### config.mk
export PLATFORM = sky130hd
export DESIGN_NAME = mprj_serial_loader
export DESIGN_NICKNAME = d
export VERILOG_FILES = /design/src/rtl/mprj_serial_pkg.sv /design/src/rtl/mprj_serial_clkgen.sv /design/src/rtl/mprj_serial_loader.sv
export SDC_FILE = /design/constraint.sdc
export NUM_CORES = 1
export LEC_CHECK = 0
export BUFFER_PORTS_ARGS = -buffer_cell sky130_fd_sc_hd__buf_2
export CAP_MARGIN = 10
export CORE_AREA = 2 2 87 89
export DETAILED_ROUTE_END_ITERATION = 7
export DIE_AREA = 0 0 89 91
export GPL_TIMING_DRIVEN = 0
export MAX_ROUTING_LAYER = met4
export PLACE_DENSITY = 0.71
export SYNTH_ARGS = -nofsm -noshare
export SYNTH_HDL_FRONTEND = slang
export SYNTH_SLANG_ARGS = --single-unit
### constraint.sdc
create_clock -name clk -period 7.1 [get_ports clk]
set_input_delay 0.355 -clock clk [delete_from_list [all_inputs] [get_ports clk]]
set_output_delay 0.355 -clock clk [all_outputs]
set_load 0.01 [all_outputs]
### src/rtl/mprj_serial_pkg.sv
// Shared types and helpers for the GPIO serial configuration loader.
// Holds the FSM state enum, serial phase encoding and sizing functions.
package mprj_serial_pkg;

    typedef enum logic [2:0] {
        ST_IDLE,
        ST_FETCH,
        ST_WAIT,
        ST_SHIFT,
        ST_LOAD,
        ST_DONE
    } state_e;

    typedef enum logic {
        PH_LOW  = 1'b0,
        PH_HIGH = 1'b1
    } phase_e;

    // Pads per chain, rounded up so every pad has a slot.
    function automatic int calc_ppc(input int pads, input int chains);
        return (pads + chains - 1) / chains;
    endfunction

    function automatic int calc_aw(input int pads);
        return (pads > 1) ? $clog2(pads) : 1;
    endfunction

    // Counter width able to hold 0..n-1, never narrower than one bit.
    function automatic int cnt_w(input int n);
        return (n > 1) ? $clog2(n) : 1;
    endfunction

endpackage

### src/rtl/mprj_serial_clkgen.sv
// Serial clock divider: counts div+1 cycles per phase and toggles the phase.
// Ports: clk, resetn, en (sync clear when low), div -> phase_end, sclk level.
module mprj_serial_clkgen
    import mprj_serial_pkg::*;
#(
    parameter int DIV_W = 8
) (
    input  logic             clk,
    input  logic             resetn,
    input  logic             en,
    input  logic [DIV_W-1:0] div,
    output logic             phase_end,
    output logic             sclk
);

    logic [DIV_W-1:0] cnt_q, cnt_d;
    phase_e           phase_q, phase_d;

    // The count wraps at div, so div = all-ones never overflows.
    assign phase_end = en && (cnt_q == div);
    assign sclk      = (phase_q == PH_HIGH);

    always_comb begin
        cnt_d   = cnt_q;
        phase_d = phase_q;
        if (!en) begin
            cnt_d   = '0;
            phase_d = PH_LOW;
        end else if (phase_end) begin
            cnt_d   = '0;
            phase_d = (phase_q == PH_LOW) ? PH_HIGH : PH_LOW;
        end else begin
            cnt_d = cnt_q + DIV_W'(1);
        end
    end

    always_ff @(posedge clk or negedge resetn) begin
        if (!resetn) begin
            cnt_q   <= '0;
            phase_q <= PH_LOW;
        end else begin
            cnt_q   <= cnt_d;
            phase_q <= phase_d;
        end
    end

endmodule

### src/rtl/mprj_serial_loader.sv
// Fetches per-pad control words and shifts them out over parallel chains.
// Ports: start/abort/clk_div control, cfg_rd_* fetch, busy/done/aborted, serial_*.
module mprj_serial_loader
    import mprj_serial_pkg::*;
#(
    parameter  int IO_PADS   = 38,
    parameter  int CHAINS    = 2,
    parameter  int CTRL_BITS = 13,
    parameter  int CLK_DIV_W = 8,
    localparam int PPC       = calc_ppc(IO_PADS, CHAINS),
    localparam int AW        = calc_aw(IO_PADS)
) (
    input  logic                        clk,
    input  logic                        resetn,
    input  logic                        start,
    input  logic                        abort,
    input  logic [CLK_DIV_W-1:0]        clk_div,
    output logic                        cfg_rd_en,
    output logic [CHAINS*AW-1:0]        cfg_rd_addr,
    input  logic [CHAINS*CTRL_BITS-1:0] cfg_rd_data,
    output logic                        busy,
    output logic                        done,
    output logic                        aborted,
    output logic                        serial_clock,
    output logic                        serial_resetn,
    output logic                        serial_load,
    output logic [CHAINS-1:0]           serial_data_out
);

    localparam int SW = cnt_w(PPC);
    localparam int BW = cnt_w(CTRL_BITS);

    state_e                             state_q, state_d;
    logic [SW-1:0]                      slot_q, slot_d;
    logic [BW-1:0]                      bit_q, bit_d;
    logic [CLK_DIV_W-1:0]               div_q, div_d;
    logic [CHAINS-1:0][CTRL_BITS-1:0]   stage_q, stage_d;
    logic                               rd_en_q, rd_en_d;
    logic [CHAINS*AW-1:0]               addr_q, addr_d;
    logic                               busy_q, busy_d;
    logic                               done_q, done_d;
    logic                               srst_q;
    logic                               kill;
    logic                               gen_en;
    logic                               phase_end;
    logic                               sclk_lvl;
    logic                               bit_end;

    function automatic logic phantom(input int c, input logic [SW-1:0] s);
        return (c * PPC + int'(s)) >= IO_PADS;
    endfunction

    // Phantom slots keep address 0; their data is masked on capture.
    function automatic logic [CHAINS*AW-1:0] pad_addr(input logic [SW-1:0] s);
        logic [CHAINS*AW-1:0] a;
        a = '0;
        for (int c = 0; c < CHAINS; c++) begin
            if (!phantom(c, s)) begin
                a[c*AW +: AW] = AW'(c * PPC + int'(s));
            end
        end
        return a;
    endfunction

    assign kill    = abort && (state_q != ST_IDLE);
    assign gen_en  = ((state_q == ST_SHIFT) || (state_q == ST_LOAD)) && !kill;
    assign bit_end = phase_end && sclk_lvl;

    mprj_serial_clkgen #(
        .DIV_W (CLK_DIV_W)
    ) u_clkgen (
        .clk       (clk),
        .resetn    (resetn),
        .en        (gen_en),
        .div       (div_q),
        .phase_end (phase_end),
        .sclk      (sclk_lvl)
    );

    always_comb begin
        state_d = state_q;
        slot_d  = slot_q;
        bit_d   = bit_q;
        div_d   = div_q;
        stage_d = stage_q;
        rd_en_d = 1'b0;
        addr_d  = addr_q;
        done_d  = 1'b0;
        unique case (state_q)
            ST_IDLE: begin
                if (start && !abort && !busy_q) begin
                    div_d   = clk_div;
                    slot_d  = SW'(PPC - 1);
                    rd_en_d = 1'b1;
                    addr_d  = pad_addr(SW'(PPC - 1));
                    state_d = ST_FETCH;
                end
            end
            ST_FETCH: state_d = ST_WAIT;
            ST_WAIT: begin
                for (int c = 0; c < CHAINS; c++) begin
                    stage_d[c] = phantom(c, slot_q) ? '0
                               : cfg_rd_data[c*CTRL_BITS +: CTRL_BITS];
                end
                bit_d   = '0;
                state_d = ST_SHIFT;
            end
            ST_SHIFT: begin
                if (bit_end) begin
                    if (bit_q == BW'(CTRL_BITS - 1)) begin
                        if (slot_q != '0) begin
                            slot_d  = slot_q - SW'(1);
                            rd_en_d = 1'b1;
                            addr_d  = pad_addr(slot_q - SW'(1));
                            state_d = ST_FETCH;
                        end else begin
                            state_d = ST_LOAD;
                        end
                    end else begin
                        bit_d = bit_q + BW'(1);
                        for (int c = 0; c < CHAINS; c++) begin
                            stage_d[c] = {stage_q[c][CTRL_BITS-2:0], 1'b0};
                        end
                    end
                end
            end
            ST_LOAD: begin
                if (bit_end) begin
                    stage_d = '0;
                    state_d = ST_DONE;
                end
            end
            ST_DONE: begin
                done_d  = 1'b1;
                state_d = ST_IDLE;
            end
            default: state_d = ST_IDLE;
        endcase
        if (kill) begin
            state_d = ST_IDLE;
            stage_d = '0;
            rd_en_d = 1'b0;
            done_d  = 1'b0;
        end
        // Held through the done cycle so busy drops one cycle later.
        busy_d = (state_d != ST_IDLE) || done_d;
    end

    always_ff @(posedge clk or negedge resetn) begin
        if (!resetn) begin
            state_q <= ST_IDLE;
            slot_q  <= '0;
            bit_q   <= '0;
            div_q   <= '0;
            stage_q <= '0;
            rd_en_q <= 1'b0;
            addr_q  <= '0;
            busy_q  <= 1'b0;
            done_q  <= 1'b0;
            srst_q  <= 1'b0;
        end else begin
            state_q <= state_d;
            slot_q  <= slot_d;
            bit_q   <= bit_d;
            div_q   <= div_d;
            stage_q <= stage_d;
            rd_en_q <= rd_en_d;
            addr_q  <= addr_d;
            busy_q  <= busy_d;
            done_q  <= done_d;
            srst_q  <= 1'b1;
        end
    end

    always_comb begin
        serial_data_out = '0;
        for (int c = 0; c < CHAINS; c++) begin
            serial_data_out[c] = stage_q[c][CTRL_BITS-1];
        end
    end

    // The divider keeps running through LOAD to time the strobe,
    // so its level only reaches the chain during SHIFT.
    assign serial_clock  = sclk_lvl && (state_q == ST_SHIFT);
    assign serial_load   = (state_q == ST_LOAD) && !sclk_lvl;
    assign serial_resetn = srst_q;
    assign cfg_rd_en     = rd_en_q;
    assign cfg_rd_addr   = addr_q;
    assign busy          = busy_q;
    assign done          = done_q;
    assign aborted       = kill;

endmodule

* Word-level counts from Yosys, hierarchy flattened
Index checks and enable logic that the tools add are counted.
** Storage, ports and cells
- Bits in registers :: 71
- Bits of input ports :: 38
- Output and inout bits :: 21
** Operators by class
- $lt $le $gt $ge :: 4
- Mux-type cells :: 42
- Reductions and logical operators :: 25
- Add/sub/neg operators :: 5
- Equal/unequal tests :: 16
** Operators by type and width (number)
- $mux 26 :: 4
- $pmux 26 s3 :: 1
- $mux 12 :: 4
- $ge 32x7->1 const B :: 1
- $mux 13 :: 2
- $mux 5 :: 5
- $pmux 12 s2 :: 1
- $mux 3 :: 6
- $mux 8 :: 2
- $pmux 3 s5 :: 1
- $add 5x5->6 const A :: 2
- $ge 5x6->1 const B :: 2
- $mux 1 :: 10
- $pmux 5 s2 :: 1
- $ne 3x3->1 const B :: 3
- $add 8x1->8 const B :: 1
- $eq 8x8->1 :: 1
- $logic_and 1x1->1 :: 8
- $mux 4 :: 2
- $ne 2x2->1 const B :: 4
- $pmux 4 s2 :: 1
- $eq 3x2->1 const B :: 2
- $eq 3x3->1 const B :: 2
- $ge 6x6->1 const B :: 1
- other kinds (18) :: 25

* Logic depth before layout (Yosys ltp)
Gate-level depths: netlist of run 1.
- Depth after elaboration :: 11
- Mapped depth :: 11
- Gate-level depth less buffers :: 8

* Hierarchy
A second synthesis of run 1 with hierarchy kept.
** Unflattened totals
- Cell total of the unflattened synthesis :: 354
- Area, all modules :: 3402.0 µm²
** Modules (own cells, without submodules)
- mprj_serial_loader :: sequential area each 1401.3 µm², area each 2922.8 µm², instances 1, cells an instance 307
- mprj_serial_clkgen :: sequential area each 225.2 µm², area each 479.2 µm², instances 1, cells an instance 47

* Worst setup path after synthesis of run 1
No wires, ideal clock.
- Path kind :: register -> register
- Start point :: register slot_q[0]
- End point :: register stage_q[15] in the netlist's numbering
- Data arrival time :: 2198 ps
- Setup time :: 126 ps
- Required time :: 6974 ps
- Stages on the path, launching flop included :: 12
- Clock period less this slack :: 2324 ps
- Setup slack :: 4776 ps
- Path through :: dfrtp_1 clkbuf_1 inv_1 ha_1 clkbuf_1 o21a_1 a32oi_1 o221ai_1 and3_1 buf_2 a22oi_1 a21oi_1
** On the way
- Word-level cells in the longest chain between the ends :: 5
** RTL lines
- from (decl) :: line mprj_serial_loader.sv:34 : logic [SW-1:0] slot_q, slot_d;
- from (signal assigned) :: line mprj_serial_loader.sv:163 : slot_q <= slot_d;
- $add 5x5->6 :: line mprj_serial_loader.sv:50 : return (c * PPC + int'(s)) >= IO_PADS;
- $ge 6x6->1 :: line mprj_serial_loader.sv:50
- $mux 13 :: line mprj_serial_loader.sv:102 : stage_d[c] = phantom(c, slot_q) ? '0
- $pmux 26 s3 :: line mprj_serial_loader.sv:89 : unique case (state_q)
- $mux 26 :: line mprj_serial_loader.sv:139 : if (kill) begin
- to (signal assigned) :: line mprj_serial_loader.sv:166 : stage_q <= stage_d;
- to (decl) :: line mprj_serial_loader.sv:37 : logic [CHAINS-1:0][CTRL_BITS-1:0] stage_q, stage_d;
Every way passes these cells.
A chain may end at the register's enable or synchronous reset.

* Final worst setup path of run 1
- Start point :: register slot_q[0]
- End point :: register stage_q[22] in the netlist's numbering
Same word-level chain as after synthesis.

==> flow_summary.json, run 1 <==
{
  "outcome": "complete, no violations",
  "slew_headroom": 0.452,
  "die_width_um": 89,
  "netlist_top_cells_area": "dfrtp_1 46%, nor2_1 4.9%, a21oi_1 3.6%",
  "setup_violations": 0,
  "path_buf_inv": 4,
  "comb_power_share": 0.252,
  "clock_skew_ns": 0.0105,
  "clockBufferDepth": 2,
  "routed_wl_um": 7790,
  "internal-power_uw": 806,
  "drt_first_pass_iters": 4,
  "finalHoldViolCount": 0,
  "cts-resized-gates": 0,
  "leakage_nw": 1.86,
  "antenna_found_initial": 0,
  "power_density_nw_per_um2": 289,
  "ys_seq_elements": 65,
  "htreeDepth": 3,
  "num_rows": 31,
  "crit_path_frequent_cell": "clkbuf_1",
  "clock_sinks": 65,
  "p_sw_uw": 385,
  "stdcell_count": 545,
  "die-area_um2": 8100,
  "fin_util": 0.579,
  "place.gp.congestion": 0.892,
  "fin_crit_sh": 0.367,
  "antennaDiodeCount": 0,
  "synth.largest_area_cell": "dfrtp_1",
  "syn_area_per_cell_um2": 9.39,
  "fmax_mhz": 383,
  "synth_area_um2": 3500,
  "cp-start-kind": "flop",
  "root_buffer": "clkbuf_8",
  "cts_made_buffers": 9,
  "cp_top_family": "buffers and inverters",
  "min_period_ns": 2.61,
  "critical-path-slowest-cell": "dfrtp_1",
  "crit_path_end_kind": "flop",
  "vias_per_cell": 5.44,
  "grt_pass1_wl_um": 12900,
  "die_y_um": 91,
  "grt_util_all_layers": 0.207,
  "p_clk_frac": 0.290,
  "total_power_mw": 1.19,
  "placed_area_um2": 3910,
  "post_drt_wl_per_cell_um": 14.3,
  "power_frac_seq": 0.458,
  "worst_slew_pin_slew_ns": 0.821,
  "grt_setup_unrepaired": "false",
  "pin_count": 59,
  "first_global_vias": 2790,
  "synth_nets": 418,
  "nNetsFinal": 486,
  "dp_cells": 529,
  "insertion_delay_ns": 0.34,
  "yosysTopAreaCellShare": 0.465,
  "design_area_um2": 4130,
  "drive_gt1_frac": 0.231,
  "first_iter_violations": 200,
  "crit_required_ns": 7.32,
  "syn_to_final_growth_pct": 18.0,
  "ys.flop_type": "dfrtp_1",
  "nFillCells": 682,
  "tritoncts": "yes",
  "grt_max_degree": 66,
  "vias": 2966,
  "synth_edf_count": 0,
  "grt_overflow_total": 0,
  "drv_slew": 0,
  "peakVddDrop_uv": 151,
  "fin_setup_tns_ns": 0,
  "cp_max_fo": 10,
  "criticalPathCategory": "flop to flop",
  "p_sw_frac": 0.323,
  "synth.distinct_cells": 51,
  "ant_nets": 0,
  "async_reset_ff_frac": 1.00,
  "path_clk_slew_ns": 0.08,
  "worstPathArrival_ns": 2.83,
  "coreArea_um2": 7140,
  "ys_warn_count": 0,
  "initial_core_util": 0.491,
  "ys_seq_area_frac": 0.465,
  "postCtsSetupBuffers": 0,
  "hold_class": "primary input to asynchronous set/reset pin",
  "drc_errors": 0,
  "drv_cap": 0,
  "detailed_place_hpwl_um": 5550,
  "ctsHoldBuffers": 0,
  "path_cells": "clkbuf_1, inv_1, ha_1, clkbuf_1, nand2b_1, a21boi_0, o221ai_1, and3_1, buf_2, a22oi_1, a21oi_1",
  "portBuffers": 57,
  "synthCells": 373,
  "cp_slowest_stage_delay_ns": 0.40
}
[cell families (layout without fill, tap and decap cells)]
| family | count (synthesis) | after routing | synth area share |
|---|---|---|---|
| AO/OA/AOI/OAI | 87 | 87 | 0.164 |
| XOR/XNOR | 20 | 20 | 0.0500 |
| adder cells (fa/ha/maj) | 7 | 7 | 0.0250 |
| buffers and inverters | 44 | 117 | 0.0547 |
| flip-flops | 65 | 65 | 0.465 |
| multiplexers | 11 | 11 | 0.0347 |
| other | 2 | 2 | 0.00215 |
| AND/OR/NAND/NOR | 137 | 137 | 0.205 |
[layout by cell type, fill, tap and decap left out, drive strengths merged, types with 9 or more instances in the layout]
master  instances
a21oi          25
a22oi          15
a31oi          11
and3            9
buf            72
clkbuf         25
dfrtp          65
inv            14
mux2            9
nand2          28
nand3          11
nand4          10
nor2           47
nor3           10
o21ai          12
xor2           13
[path summary, 6_finish.rpt]
path	startpoint	to	slack (ns)	depth (start not counted)
setup reg to reg	slot_q[0]	stage_q[22]	4.49	11
hold reg to reg	cfg_rd_addr[9]	cfg_rd_addr[9]	0.48	2
setup / recovery	slot_q[0]	stage_q[22]	4.49	11
hold / removal	resetn	bit_q[3]	0.11	1
min in group clk	cfg_rd_data[13]	stage_q[13]	0.25	3
max in group asynchronous	resetn	div_q[2]	6.44	1
[per-layer routing]
layer  global-route usage  routed length (um)  up-vias
li1                     -                   -     1454
met3               0.0436                 414        4
met1                0.274                3500     1429
met4               0.0560                  44        0
met2                0.322                3840       79
met5                    -                   0        -
[power groups by stage]
stage / Clock (mW) / Sequential [mW] / Combinational [mW]
CTS: 0.354 / 0.545 / 0.304
detailed placement: 0 / 0.552 / 0.302
global placement: 0 / 0.548 / 0.290
global route: 0.372 / 0.560 / 0.341
floorplan: 0 / 0.537 / 0.227
finish: 0.345 / 0.546 / 0.301
[stage by stage]
stage	setup WS (ns)	hold WS (ns)
after floorplan	4.78	0.0594
after global routing	4.17	0.185
final	4.49	0.110
after CTS	4.49	0.138
after detailed placement	4.49	0.466
after global placement	4.53	0.456
[synthesized netlist by cell type (3+ instances only)]
| library cell | count |
|---|---|
| a21oi_1 | 25 |
| a22oi_1 | 15 |
| a31oi_1 | 11 |
| and2_1 | 4 |
| and3_1 | 9 |
| buf_2 | 9 |
| buf_4 | 4 |
| clkbuf_1 | 16 |
| dfrtp_1 | 65 |
| ha_1 | 7 |
| inv_1 | 13 |
| mux2_2 | 9 |
| nand2_1 | 28 |
| nand3_1 | 10 |
| nand4_1 | 10 |
| nor2_1 | 46 |
| nor3_1 | 9 |
| nor4_1 | 4 |
| o21a_1 | 3 |
| o21ai_0 | 12 |
| o31ai_1 | 6 |
| xnor2_1 | 7 |
| xor2_1 | 13 |
[sequential cells by signal, summed over array words and instances, names as in the netlist, 2 cells and up]
| signal | cells |
|---|---|
| u_clkgen.cnt_q | 8 |
| stage_q | 24 |
| slot_q | 4 |
| bit_q | 4 |
| serial_data_out | 2 |
| div_q | 8 |
| cfg_rd_addr | 7 |
| state_q | 3 |
[area by class of cell]
type / instances / area, um2 / share of cell area
multi-input cells: 264 / 1680 / 0.407
flip-flops and latches: 65 / 1630 / 0.394
repair buffers: 57 / 288 / 0.0697
plain buffers: 31 / 143 / 0.0345
clock buffers: 9 / 124 / 0.0300
well taps: 99 / 124 / 0.0300
clock inverters: 7 / 93.8 / 0.0227
inverters: 13 / 48.8 / 0.0118
No activity file was read; power rests on OpenSTA's default activity.
==> run 2: changes to the inputs <==
--- a/config.mk
+++ b/config.mk
@@ -12,7 +12,7 @@
 export DIE_AREA = 0 0 89 91
 export GPL_TIMING_DRIVEN = 0
 export MAX_ROUTING_LAYER = met4
-export PLACE_DENSITY = 0.71
+export PLACE_DENSITY = 0.74
 export SYNTH_ARGS = -nofsm -noshare
 export SYNTH_HDL_FRONTEND = slang
 export SYNTH_SLANG_ARGS = --single-unit
==> constraint.sdc (replaced) <==
create_clock -name clk -period 2.25 [get_ports clk]
set_input_delay 0.1125 -clock clk [delete_from_list [all_inputs] [get_ports clk]]
set_output_delay 0.1125 -clock clk [all_outputs]
set_load 0.01 [all_outputs]
==> flow_summary.json, run 2 (synthesized netlist as in run 1, its figures left out) <==
{
  "crit_path_end_kind": "flop",
  "grt_pass1_wl_um": 13300,
  "cp_max_fo": 8,
  "power_density_nw_per_um2": 855,
  "die_width_um": 89,
  "vias": 3055,
  "drv_slew": 0,
  "regMostFlops": "stage_q",
  "final_cell_mix": "63 x dfrtp_1, 61 x buf_2, 46 x nor2_1",
  "min_period_ns": 2.18,
  "vias_per_cell": 5.41,
  "ant_nets": 0,
  "path_cells": "xor2_1, nor4_4, buf_4, nand3_4, o311ai_4, buf_4, buf_4, buf_4, nor2_1, a31oi_1",
  "path_clk_slew_ns": 0.08,
  "worst_slew_pin_slew_ns": 0.806,
  "slew_headroom": 0.463,
  "clock_sinks": 65,
  "critical-path-slowest-cell": "dfrtp_1",
  "tritoncts": "yes",
  "crit_required_ns": 2.52,
  "coreArea_um2": 7140,
  "drc_errors": 0,
  "routed_wl_um": 8140,
  "initial_core_util": 0.491,
  "largest_register_ff_count": 24,
  "die_y_um": 91,
  "outcome": "complete, no violations",
  "first_global_vias": 2873,
  "mostFrequentLayoutCell": "dfrtp_1",
  "hold_slack_ns": 0.00779,
  "criticalPathCategory": "flop to flop",
  "post_drt_wl_per_cell_um": 14.4,
  "drive_gt1_frac": 0.277,
  "setup_violations": 0,
  "portBuffers": 57,
  "htreeDepth": 3,
  "syn_to_final_growth_pct": 25.3,
  "grt_util_all_layers": 0.217,
  "crit_path_frequent_cell": "buf_4",
  "stdcell_count": 565,
  "leakage_nw": 1.99,
  "pin_count": 59,
  "design_area_um2": 4390,
  "num_rows": 31,
  "fmax_mhz": 459,
  "antennaDiodeCount": 0,
  "peakVddDrop_uv": 429,
  "place.gp.congestion": 0.879,
  "die-area_um2": 8100,
  "first_iter_violations": 208,
  "top_regs": "stage_q: 24 flops, div_q: 8 flops, u_clkgen.cnt_q: 8 flops",
  "nNetsFinal": 506,
  "worstPathArrival_ns": 2.45,
  "placed_area_um2": 3910,
  "r2r_slack_ns": 0.07,
  "fin_crit_sh": 0.968,
  "cp-start-kind": "flop",
  "total_power_mw": 3.75,
  "fin_setup_tns_ns": 0,
  "finalHoldViolCount": 0,
  "insertion_delay_ns": 0.36,
  "detailed_place_hpwl_um": 5560,
  "hold_class": "primary input to flop",
  "grt_overflow_total": 0,
  "dp_cells": 529,
  "cts_made_buffers": 9,
  "grt_max_degree": 66,
  "antenna_found_initial": 0,
  "clockBufferDepth": 2,
  "cp_slowest_stage_delay_ns": 0.42,
  "drv_cap": 0,
  "clock_skew_ns": 0.0146,
  "drt_first_pass_iters": 4,
  "root_buffer": "clkbuf_8"
}
run 2: cell count changes in the layout (fill, tap and decap cells not counted), moves of 4 or more:
cell and change:
buf_2 -4, buf_4 +14, clkbuf_1 -6, dlygate4sd3_1 +11
run 2: worst paths after layout:
| check | from | to | cells past startpoint |
|---|---|---|---|
| worst max-delay path | u_clkgen.cnt_q[1] | stage_q[4] | 10 |
| worst min-delay path | cfg_rd_data[9] | stage_q[9] | 3 |
| worst max register to register | u_clkgen.cnt_q[1] | stage_q[4] | 10 |
| worst min register to register | cfg_rd_addr[9] | cfg_rd_addr[9] | 2 |
| max in group asynchronous | resetn | u_clkgen.cnt_q[0] | 2 |
| min in group asynchronous | resetn | stage_q[20] | 2 |
run 2: critical path: cells and delay by family (launching register included):
family	cells	cell delay [ns]
AOI/OAI and AO/OA	2	0.44
xor gates and xnor gates	1	0.20
buffers and inverters	4	0.59
DFF	1	0.42
and+or+nand+nor	3	0.44
run 2: area by class of cell:
type	instances	area [um2]
Fill cell	633	2750
Timing Repair Buffer	80	485
Clock inverter	7	70.1
Clock buffer	9	124
Inverter	13	51.3
Tap cell	99	124
Buffer	28	158
Sequential cell	65	1630
Multi-Input combinational cell	264	1740
run 2: power by group:
part / internal (mW) / switching, mW / leakage (nW)
logic: 0.476 / 0.555 / 1.10
registers: 1.51 / 0.221 / 0.785
clock network: 0.511 / 0.476 / 0.0994
total: 2.50 / 1.25 / 1.99
run 2: metal layers:
metal	track usage	vias to the layer above	share of wire
met5	-	-	0
met4	0.0634	0	0.018
met3	0.0673	14	0.045
li1	-	1488	-
met2	0.326	78	0.50
met1	0.283	1475	0.44
run 2: stage by stage:
stage	utilization	setup WS (ns)
2_1_floorplan	-	0.0242
3_3_place_gp	0.548	-0.233
3_5_place_dp	0.548	-0.314
4_1_cts	0.596	0.0112
5_1_grt	0.614	-0.0109
6_report	0.614	0.0715
run 2: timing repair:
item | 4_1_cts | 5_1_grt
gates resized for setup | 8 | 22
endpoints found under the hold margin | 75 | 0
hold buffers | 11 | 0
endpoints found under the setup margin | 30 | 40
gates cloned | 0 | 1
buffers inserted | 1 | 10
pin swaps | 0 | 3
